[config.mk]
export PLATFORM = sky130hd
export DESIGN_NAME = countdown_timer_ctrl
export DESIGN_NICKNAME = d
export VERILOG_FILES = /design/src/rtl/countdown_pkg.sv /design/src/rtl/seg7_decoder.sv /design/src/rtl/countdown_timer_ctrl.sv
export SDC_FILE = /design/constraint.sdc
export NUM_CORES = 1
export LEC_CHECK = 0
export ABC_AREA = 1
export CAP_MARGIN = 20
export CORE_ASPECT_RATIO = 0.8
export CORE_MARGIN = 5
export CORE_UTILIZATION = 47
export CTS_BUF_LIST = sky130_fd_sc_hd__clkbuf_4
export DETAILED_ROUTE_END_ITERATION = 16
export GPL_TIMING_DRIVEN = 0
export PLACE_DENSITY_LB_ADDON = 0.3
export SYNTH_ARGS = -nofsm -noshare
export SYNTH_HDL_FRONTEND = slang
export SYNTH_SLANG_ARGS = --single-unit
export TNS_END_PERCENT = 1
[constraint.sdc]
create_clock -name clk -period 2.8 [get_ports clk]
set_input_delay 0.56 -clock clk [delete_from_list [all_inputs] [get_ports clk]]
set_output_delay 0.56 -clock clk [all_outputs]
set_load 0.03 [all_outputs]
[src/rtl/countdown_pkg.sv]
// Shared types and seven-segment patterns for the countdown timer.
// Segment patterns are active-low, bit order {g,f,e,d,c,b,a}.
package countdown_pkg;

    typedef enum logic [1:0] {
        ST_IDLE  = 2'd0,
        ST_RUN   = 2'd1,
        ST_PAUSE = 2'd2,
        ST_DONE  = 2'd3
    } state_t;

    localparam logic [6:0] SEG_0   = 7'b1000000;
    localparam logic [6:0] SEG_1   = 7'b1111001;
    localparam logic [6:0] SEG_2   = 7'b0100100;
    localparam logic [6:0] SEG_3   = 7'b0110000;
    localparam logic [6:0] SEG_4   = 7'b0011001;
    localparam logic [6:0] SEG_5   = 7'b0010010;
    localparam logic [6:0] SEG_6   = 7'b0000010;
    localparam logic [6:0] SEG_7   = 7'b1111000;
    localparam logic [6:0] SEG_8   = 7'b0000000;
    localparam logic [6:0] SEG_9   = 7'b0010000;
    localparam logic [6:0] SEG_OFF = 7'b1111111;

endpackage

[src/rtl/seg7_decoder.sv]
// BCD digit to active-low seven-segment pattern; non-decimal codes blank the digit.
module seg7_decoder
    import countdown_pkg::*;
(
    input  logic [3:0] i_digit,
    output logic [6:0] o_seg
);

    always_comb begin
        o_seg = SEG_OFF;
        case (i_digit)
            4'd0:    o_seg = SEG_0;
            4'd1:    o_seg = SEG_1;
            4'd2:    o_seg = SEG_2;
            4'd3:    o_seg = SEG_3;
            4'd4:    o_seg = SEG_4;
            4'd5:    o_seg = SEG_5;
            4'd6:    o_seg = SEG_6;
            4'd7:    o_seg = SEG_7;
            4'd8:    o_seg = SEG_8;
            4'd9:    o_seg = SEG_9;
            default: o_seg = SEG_OFF;
        endcase
    end

endmodule

[src/rtl/countdown_timer_ctrl.sv]
// Prescaled countdown timer with pause/load control and a two-digit 7-segment display.
// Define COUNTDOWN_AUTO_RELOAD_EN to restart from the reload register instead of stopping at 0.
module countdown_timer_ctrl
    import countdown_pkg::*;
#(
    parameter int N        = 4,
    parameter int PRESCALE = 1
) (
    input  logic         clk,
    input  logic         reset,
    input  logic         start,
    input  logic         pause,
    input  logic         load,
    input  logic [N-1:0] load_value,
    output logic [N-1:0] count,
    output logic         done,
    output logic [6:0]   display1,
    output logic [6:0]   display2
);

    localparam int            PW      = (PRESCALE > 1) ? $clog2(PRESCALE) : 1;
    localparam logic [PW-1:0] PRE_MAX = PW'(PRESCALE - 1);
    localparam logic [N-1:0]  CNT_MAX = '1;
    localparam logic [N-1:0]  CNT_ONE = N'(1);

    state_t        r_state, w_state_nxt;
    logic [N-1:0]  r_count, w_count_nxt;
    logic [N-1:0]  r_reload, w_reload_nxt;
    logic [PW-1:0] r_pre, w_pre_nxt;
    logic          r_done, w_done_nxt;
    logic          w_tick;

    always_ff @(posedge clk or posedge reset) begin
        if (reset) begin
            r_state  <= ST_IDLE;
            r_count  <= CNT_MAX;
            r_reload <= CNT_MAX;
            r_pre    <= '0;
            r_done   <= 1'b0;
        end else begin
            r_state  <= w_state_nxt;
            r_count  <= w_count_nxt;
            r_reload <= w_reload_nxt;
            r_pre    <= w_pre_nxt;
            r_done   <= w_done_nxt;
        end
    end

    always_comb begin
        w_state_nxt  = r_state;
        w_count_nxt  = r_count;
        w_reload_nxt = r_reload;
        w_pre_nxt    = r_pre;
        w_done_nxt   = 1'b0;
        w_tick       = (r_pre == PRE_MAX);

        if (load) begin
            w_count_nxt  = load_value;
            w_reload_nxt = load_value;
            w_pre_nxt    = '0;
            w_state_nxt  = ST_IDLE;
        end else begin
            case (r_state)
                ST_IDLE: begin
                    if (start && (r_count != '0))
                        w_state_nxt = ST_RUN;
                end
                ST_RUN: begin
                    // pause freezes the prescaler too, so a resume continues mid-step
                    if (pause) begin
                        w_state_nxt = ST_PAUSE;
                    end else if (!w_tick) begin
                        w_pre_nxt = r_pre + 1'b1;
                    end else begin
                        w_pre_nxt = '0;
`ifdef COUNTDOWN_AUTO_RELOAD_EN
                        if (r_count == '0) begin
                            w_count_nxt = r_reload;
                        end else begin
                            w_count_nxt = r_count - 1'b1;
                            w_done_nxt  = (r_count == CNT_ONE);
                        end
`else
                        w_count_nxt = r_count - 1'b1;
                        if (r_count == CNT_ONE) begin
                            w_done_nxt  = 1'b1;
                            w_state_nxt = ST_DONE;
                        end
`endif
                    end
                end
                ST_PAUSE: begin
                    if (start && !pause)
                        w_state_nxt = ST_RUN;
                end
                ST_DONE: begin
                    w_state_nxt = ST_DONE;
                end
                default: begin
                    w_state_nxt = ST_IDLE;
                end
            endcase
        end
    end

    assign count = r_count;
    assign done  = r_done;

    // count is at most 63, so both quotient and remainder fit a BCD digit
    logic [6:0] w_count7;
    logic [3:0] w_tens;
    logic [3:0] w_ones;

    assign w_count7 = 7'(r_count);
    assign w_tens   = 4'(w_count7 / 7'd10);
    assign w_ones   = 4'(w_count7 % 7'd10);

    seg7_decoder u_seg_ones (
        .i_digit (w_ones),
        .o_seg   (display1)
    );

    seg7_decoder u_seg_tens (
        .i_digit (w_tens),
        .o_seg   (display2)
    );

endmodule

* Yosys cells after proc, flatten, opt, wreduce, memory -nomap -nowiden *
Memories as Yosys holds them, arrays and structs flattened.
Cells that the tools add are included.

operators by class
  reductions and logical operators = 9
  add/subtract/negate cells = 2
  muxes and demuxes = 20
  div/mod/pow operators = 2
  equality and inequality tests = 10

operators by type and width
  cell                   count
  $mux W4                4
  $mux W2                6
  $mux W1                9
  $ne A4 B4 Y1 const B   2
  $pmux W2 S4            1
  $div A4 B4 Y7 const B  1
  $mod A4 B4 Y7 const B  1
  $ne A3 B3 Y1 const B   2
  $eq A2 B2 Y1 const B   2
  $eq A4 B1 Y1 const B   1
  $reduce_and A4 Y1      1
  $reduce_bool A4 Y1     1
  $sub A4 B1 Y4 const B  1
  $reduce_and A3 Y1      1
  $eq A2 B1 Y1 const B   1
  $logic_and A1 B1 Y1    2
  $logic_not A2 Y1       1
  $ne A2 B1 Y1 const B   1
  $ne A2 B2 Y1 const B   1
  $reduce_and A2 Y1      1
  $reduce_bool A2 Y1     1
  $add A1 B1 Y1 const B  1
  $logic_not A1 Y1       1

storage, ports and cells
  bits of input ports = 9
  ROM bits = 224
  bits in registers = 8
  memories = 2
  output and inout port bits = 19
  logic and storage cells = 49

memory list
  name             depth  bits a word  read ports  clocked after Yosys merged registers in  write ports  line                RTL
  (no name shown)  16     7            1           0                                        0            seg7_decoder.sv:11  case (i_digit)
  (no name shown)  16     7            1           0                                        0            seg7_decoder.sv:11

* Longest topological paths before layout *
Gate-level depths: netlist (run 1).

  word-level depth = 6
  mapped depth = 15
  mapped depth without buffers = 15

* Hierarchy *
From an unflattened synthesis (run 1), not the netlist that was laid out.

second synthesis, totals
  cells, all modules = 149
  area total of the unflattened synthesis = 959.7 µm²

by module, submodules not included
  module                seq. area each (µm²)  instances  cells an instance  area each (µm²)
  countdown_timer_ctrl  180.2                 1          79                 584.3
  seg7_decoder          0.0                   2          35                 187.7

* Worst setup path before layout (run 1) *
No wires, ideal clock.

  path kind = reg2out
  start = register r_count[1], in the netlist count[1]
  end = output port display1[3]
  slack = -0.141 ns
  arrival = 2.381 ns
  stages on the path, launching flop included = 14
  required time = 2.240 ns
  buffers on the path = 0
  cell sequence = dfstp_2 inv_1 ha_1 inv_1 ha_1 inv_2 nand2_4 nand2_1 nand2_2 ha_1 inv_1 nand2_1 nand2_1 o21ai_1

on the way
  cells in the longest elaborated chain, start to end = 2

RTL lines
  what                    line                         RTL
  start, declared         countdown_timer_ctrl.sv:27   logic [N-1:0] r_count, w_count_nxt;
  start signal, assigned  countdown_timer_ctrl.sv:42   r_count <= w_count_nxt;
  $mod A4 B4 Y7           countdown_timer_ctrl.sv:116  assign w_ones = 4'(w_count7 % 7'd10);
  $mem_v2 Z16 W7          n/a
  end, declared           countdown_timer_ctrl.sv:17   output logic [6:0] display1,

Every way passes these cells.

* Worst setup path in the final report (run 1) *
Ends and elaborated chain as after synthesis.

==> results of run 1 <==
[worst paths after layout]
path | start | endpoint | slack, ns | depth (start not counted)
max | count[1]$_DFFE_PP1P_ | display1[3] | 0.01 | 13
min | r_state[1]$_DFFE_PP0P_ | r_state[1]$_DFFE_PP0P_ | 0.51 | 2
max reg2reg | count[0]$_DFFE_PP1P_ | r_state[0]$_DFFE_PP0P_ | 1.22 | 8
min reg2reg | r_state[1]$_DFFE_PP0P_ | r_state[1]$_DFFE_PP0P_ | 0.51 | 2
max in group asynchronous | reset | count[3]$_DFFE_PP1P_ | 1.98 | 2
min in group asynchronous | reset | r_state[1]$_DFFE_PP0P_ | 0.54 | 2
[routing by layer]
| metal | vias to the layer above | part of all wire, % | GRT usage, % |
|---|---|---|---|
| li1 | 448 | - | - |
| met5 | - | 0 | 0 |
| met1 | 402 | 43 | 20.7 |
| met4 | 0 | 0 | 4.17 |
| met3 | 0 | 6.5 | 5.29 |
| met2 | 27 | 50 | 31.1 |
[area by class of cell]
type                            count  area, um^2  area share (%)
Clock buffer                        4        30.0            2.40
Inverter                           21        90.1            7.20
Buffer                              6        45.0            3.60
Multi-Input combinational cell     91         604            48.3
Tap cell                           22        27.5            2.20
Timing Repair Buffer               30         274            21.9
Sequential cell                     7         180            14.4
[cell families (layout without fill, tap and decap cells)]
family | count (synthesis) | count (layout) | synth area share [%]
other | 2 | 3 | 0.875
adder cells (fa/ha/maj) | 9 | 9 | 13.1
flip-flops | 7 | 7 | 21.0
AND/OR/NAND/NOR | 66 | 66 | 41.3
XOR/XNOR | 2 | 2 | 2.04
buffers and inverters | 27 | 61 | 14.4
AO/OA/AOI/OAI | 11 | 11 | 7.29
[worst max-delay path, cell delays in order, from the launching register on]
cell and delay [ns]:
dfstp_2 0.56, inv_4 0.06, ha_1 0.20, inv_2 0.07, ha_4 0.16, inv_6 0.06, nand3_2 0.10, nand2_4 0.08
ha_1 0.27, inv_1 0.03, nand2_1 0.05, nand2_1 0.06, o21ai_2 0.12, buf_6 0.14
[per-stage QoR]
stage	hold slack (ns)	setup TNS (ns)	cells	util [%]
after floorplan	0.360	-0.0171	125	-
after global placement	0.484	-2.61	171	68.0
after detailed placement	0.498	-2.90	171	68.0
after CTS	0.512	0	180	73.4
after global routing	0.532	-0.411	181	74.7
final	0.510	0	181	74.7
[flip-flops by register name (all words and copies together), names as in the netlist]
name / cells
r_state: 2
count: 4
done: 1
[power by group through the flow]
stage                     clock (W)  combinational, W  sequential, W
after floorplan                   0          0.000442       0.000162
after global placement            0          0.000653       0.000145
after detailed placement          0          0.000666       0.000145
after CTS                  0.000106          0.000693       0.000140
after global routing       0.000113          0.000781       0.000145
final                      0.000105          0.000718       0.000143
[Yosys cell counts (all sizes together)]
cell     n
dfrtp    3
nand4    1
nand3b   1
conb     2
ha       9
a21oi    4
xor2     2
o211ai   3
o21ai    4
nand2   44
nor3     1
nor2     8
inv     21
dfstp    4
nand3   11
buf      6
[what timing repair did]
item,4_1_cts,5_1_grt
gates resized for setup,41,13
pin swaps,2,4
buffers inserted,5,1
setup endpoints to repair,11,11
hold buffers,0,0
==> impl_metrics.ini, run 1 <==
[die]
die_w_um = 57.8
die_h_um = 48.2
placementRows = 13
initial_core_util_pct = 51.2
core_area_um2 = 1680
io_pins = 28
die_area_um2 = 2790

[detailed_routing]
firstDrtPassIters = 4
drtIter0Drc = 26
wl_per_cell_um = 12.1
via_per_inst = 4.85
dr_total_vias = 877
drt_wl_total_mm = 2.20
ant_nets = 0
drc = 0

[sta]
min_period_over_period_pct = 99.6
finalSetupViolations = 0
fmax_ghz = 0.359
rsz0062_at_grt = true
fin_skew_ns = 0.00782
hold_viol = 0
period_minus_slack_ns = 2.79
fin_ws_ns = 0.0114
slew_viol_final = 0

[layout]
areaGrowthSynthToFinish_pct = 45.8
final_cell_mix = 32 x nand2_1, 17 x buf_4, 13 x inv_1, 13 x clkdlybuf4s50_1, 9 x nand3_1
finish.instance_area_um2 = 1250
drive_gt1_share_pct = 39.0
finalNetCount = 178
nFillCells = 135
final_common_cell = nand2_1
diodes = 0

[placement]
dpl_worst_slack_ns = -0.517
hpwl_mm = 1.62
gp_congestion = 0.834
place_area_um2 = 1140
port_buffers = 24

[power]
peakVddDrop_mv = 0.438
power_density_nw_per_um2 = 772
power_frac_seq_pct = 14.8
p_int_w = 0.000472
p_leak_nw = 0.650
finalPower_w = 0.000966
clkPwrFrac_pct = 10.9
switching_share_pct = 51.2
p_sw_w = 0.000495
combPwrFrac_pct = 74.3

[worst_hold_path]
hp-class = reg -> reg

[yosys]
yosys.area.top_type_share_pct = 14.9
synth_top_area_cell = nand2_1
yosysWarningCount = 0
ys_types = 23
ys_seq_area_share_pct = 21.0
synth_area_um2 = 858
synth_seq_cells = 7
synth_cells = 124
avgSynthCellArea_um2 = 6.92
yosys-top-cells-area = nand2_1 15%, ha_1 13%, dfstp_2 12%, dfrtp_1 8.7%, inv_1 7.0%

[cts]
cts_tree = done
cts_made_buffers = 3
cts-root-buf = clkbuf_4
clk_transition_reported_paths_ns = 0.06
cts-htree-levels = 1
worstSkewPairLatency_ns = 0.26
clock_path_buffers = 2
cts.sinks = 7

[grt]
antenna_found_initial = 0
gr-total-overflow = 0
grt_pass1_vias = 843
grt_usage_pct = 17.3
grt_max_degree = 9
grt_first_pass_wirelength_mm = 3.56

[worst_setup_path]
end_kind = primary output
worstSetupPathType = reg -> out
cp_max_fo = 7
critPathArrivalTime_ns = 2.23
startpoint_type = flop
cp.required_ns = 2.24

[run]
cap_violations = 0

[run_status]
status = complete, no violations
Power figures use the tool's default switching activity.
==> run 2: changes to the inputs <==
CORE_UTILIZATION = 49   (was 47)
SETUP_SLACK_MARGIN = 0.3   (was default)
SKIP_LAST_GASP = 1   (was default)
SYNTH_HIERARCHICAL = 1   (was default)
==> impl_metrics.ini, run 2 <==
[run_status]
status = finished with violations
violations = negative setup slack

[cts]
cts_tree = done
cts_made_buffers = 3
hold_buffers = 0
clock_path_buffers = 2
clk_transition_reported_paths_ns = 0.06
worstSkewPairLatency_ns = 0.27
cts-root-buf = clkbuf_4
cts-htree-levels = 1
cts.sinks = 7

[die]
io_pins = 28
die_w_um = 59.5
initial_core_util_pct = 51.2
die_area_um2 = 2950
die_h_um = 49.6
core_area_um2 = 1870
placementRows = 14

[grt]
antenna_found_initial = 0
grt_usage_pct = 19.8
grt_max_degree = 9
grt_pass1_vias = 994
grt_first_pass_wirelength_mm = 4.31
gr-total-overflow = 0

[worst_setup_path]
worstSetupPathType = reg -> out
startpoint_type = flop
critPathArrivalTime_ns = 2.29
end_kind = primary output
cp_max_fo = 6
cp.required_ns = 2.24

[yosys]
synth_area_um2 = 960
avgSynthCellArea_um2 = 6.44
yosys-top-cells-count = 53 x nand2_1, 16 x ha_1, 16 x nand3_1
yosys.area.top_type_share_pct = 20.9
synth_edf_count = 0
synth_top_area_cell = ha_1
yosys-top-cells-area = ha_1 21%, nand2_1 21%, dfstp_2 11%, nand3_1 8.3%, dfrtp_1 7.8%
yosysMostFrequentCell = nand2_1
ys_types = 25
synthArstFlopShare_pct = 100
synth_cells = 149
ys_seq_area_share_pct = 18.8
synth_seq_cells = 7
yosysWarningCount = 6
synth_flop_cell = dfstp_2

[sta]
fin_ws_ns = -0.0513
hold_viol = 0
finalSetupViolations = 6
slew_viol_final = 0
period_minus_slack_ns = 2.85
rsz0062_at_grt = true
fmax_ghz = 0.351
fin_skew_ns = 0.00388
fin_setup_tns_ns = -0.157
min_period_over_period_pct = 102

[layout]
final_cell_mix = 46 x nand2_1, 18 x buf_4, 16 x conb_1
instances_no_fill = 231
drive_gt1_share_pct = 35.7
diodes = 0
areaGrowthSynthToFinish_pct = 61.9
final_common_cell = nand2_1
largest_register_ffs = 4
final_util_pct = 82.9
finalNetCount = 233

[placement]
hpwl_mm = 1.95
dp_cells = 211
gp_congestion = 0.824
port_buffers = 23

[detailed_routing]
drt_wl_total_mm = 2.85
drc = 0
wl_per_cell_um = 12.3
via_per_inst = 4.75
drtIter0Drc = 39
firstDrtPassIters = 4
dr_total_vias = 1098
ant_nets = 0

[run]
cap_violations = 0

[power]
power_frac_seq_pct = 10.8
switching_share_pct = 52.3
combPwrFrac_pct = 81.2
p_sw_w = 0.000714
peakVddDrop_mv = 0.857
clkPwrFrac_pct = 8.0
p_int_w = 0.000651
p_leak_nw = 0.806
power_density_nw_per_um2 = 878

[worst_hold_path]
hp-class = in -> reg
[run 2: changes by cell type after synthesis, moves of 3 or more]
cell	before	now
buf_4	6	1
ha_1	9	16
nand2_1	34	53
nand2_4	4	1
o21ai_0	2	5
nor2_2	4	1
o211ai_1	3	0
nand3_1	9	16
[run 2: final cells by class]
type,count,area (um^2)
buffer,2,18.8
clock buffer,4,30.0
fill,114,320
inverter,24,95.1
multi-input combinational,131,858
sequential,7,180
tap,24,30.0
timing repair buffer,39,342
[run 2: metal layers]
layer	GRT usage (%)	wire length [um]	up-vias	share of wire, %
li1	-	-	565	-
met1	21.4	1190	496	42
met2	33.1	1460	30	51
met3	6.01	140	7	4.9
met4	11.7	63	0	2.2
met5	0	0	-	0
[run 2: kinds of logic after synthesis]
| group | synth area share [%] |
|---|---|
| compound gates | 9.26 |
| xor+xnor | 2.61 |
| fa+ha+maj | 20.9 |
| buf+inv | 11.9 |
| flops | 18.8 |
| other cells | 0.391 |
| simple gates | 36.2 |
[run 2: critical path: stages (launching register included)]
cell and delay (ns):
dfstp_2 0.58, inv_2 0.07, ha_4 0.16, inv_2 0.05, ha_4 0.12, inv_2 0.04, nand2_4 0.10, xor2_4 0.21
inv_2 0.09, ha_4 0.28, nand2_4 0.05, nand3_2 0.09, nand2_4 0.04, buf_6 0.13
[run 2: path summary, 6_finish.rpt]
path	startpoint	depth (start not counted)	slack, ns	to
min	load	2	0.50	done$_DFF_PP0_
min in group asynchronous	reset	2	0.51	done$_DFF_PP0_
max in group asynchronous	reset	2	2.01	count[1]$_DFFE_PP1P_
min reg2reg	count[3]$_DFFE_PP1P_	2	0.54	count[3]$_DFFE_PP1P_
max	count[1]$_DFFE_PP1P_	13	-0.05	display1[3]
max reg2reg	count[1]$_DFFE_PP1P_	6	1.39	count[1]$_DFFE_PP1P_
[run 2: repair_timing]
| action | in CTS | in global routing |
|---|---|---|
| pin swaps | 4 | 8 |
| gates resized for setup | 48 | 17 |
| endpoints found under the setup margin | 11 | 11 |
| setup buffers | 11 | 5 |
[run 2: power by group through the flow]
stage               Combinational (W)  Sequential (W)  Clock, W
finish                        0.00111        0.000147  0.000110
global route                  0.00119        0.000150  0.000117
CTS                          0.000987        0.000146  0.000108
detailed placement           0.000904        0.000157         0
global placement             0.000877        0.000156         0
floorplan                    0.000613        0.000171         0
[run 2: through the flow]
| stage | hold slack (ns) | instance area [um^2] | power, W | setup WS, ns |
|---|---|---|---|---|
| 3_5_place_dp | 0.527 | 1370 | 0.00106 | -0.443 |
| 4_1_cts | 0.508 | 1490 | 0.00124 | -0.0988 |
| 2_1_floorplan | 0.360 | 1110 | 0.000784 | 0.179 |
| 5_1_grt | 0.510 | 1550 | 0.00145 | -0.145 |
| 6_report | 0.504 | 1550 | 0.00136 | -0.0513 |
| 3_3_place_gp | 0.520 | 1370 | 0.00103 | -0.393 |
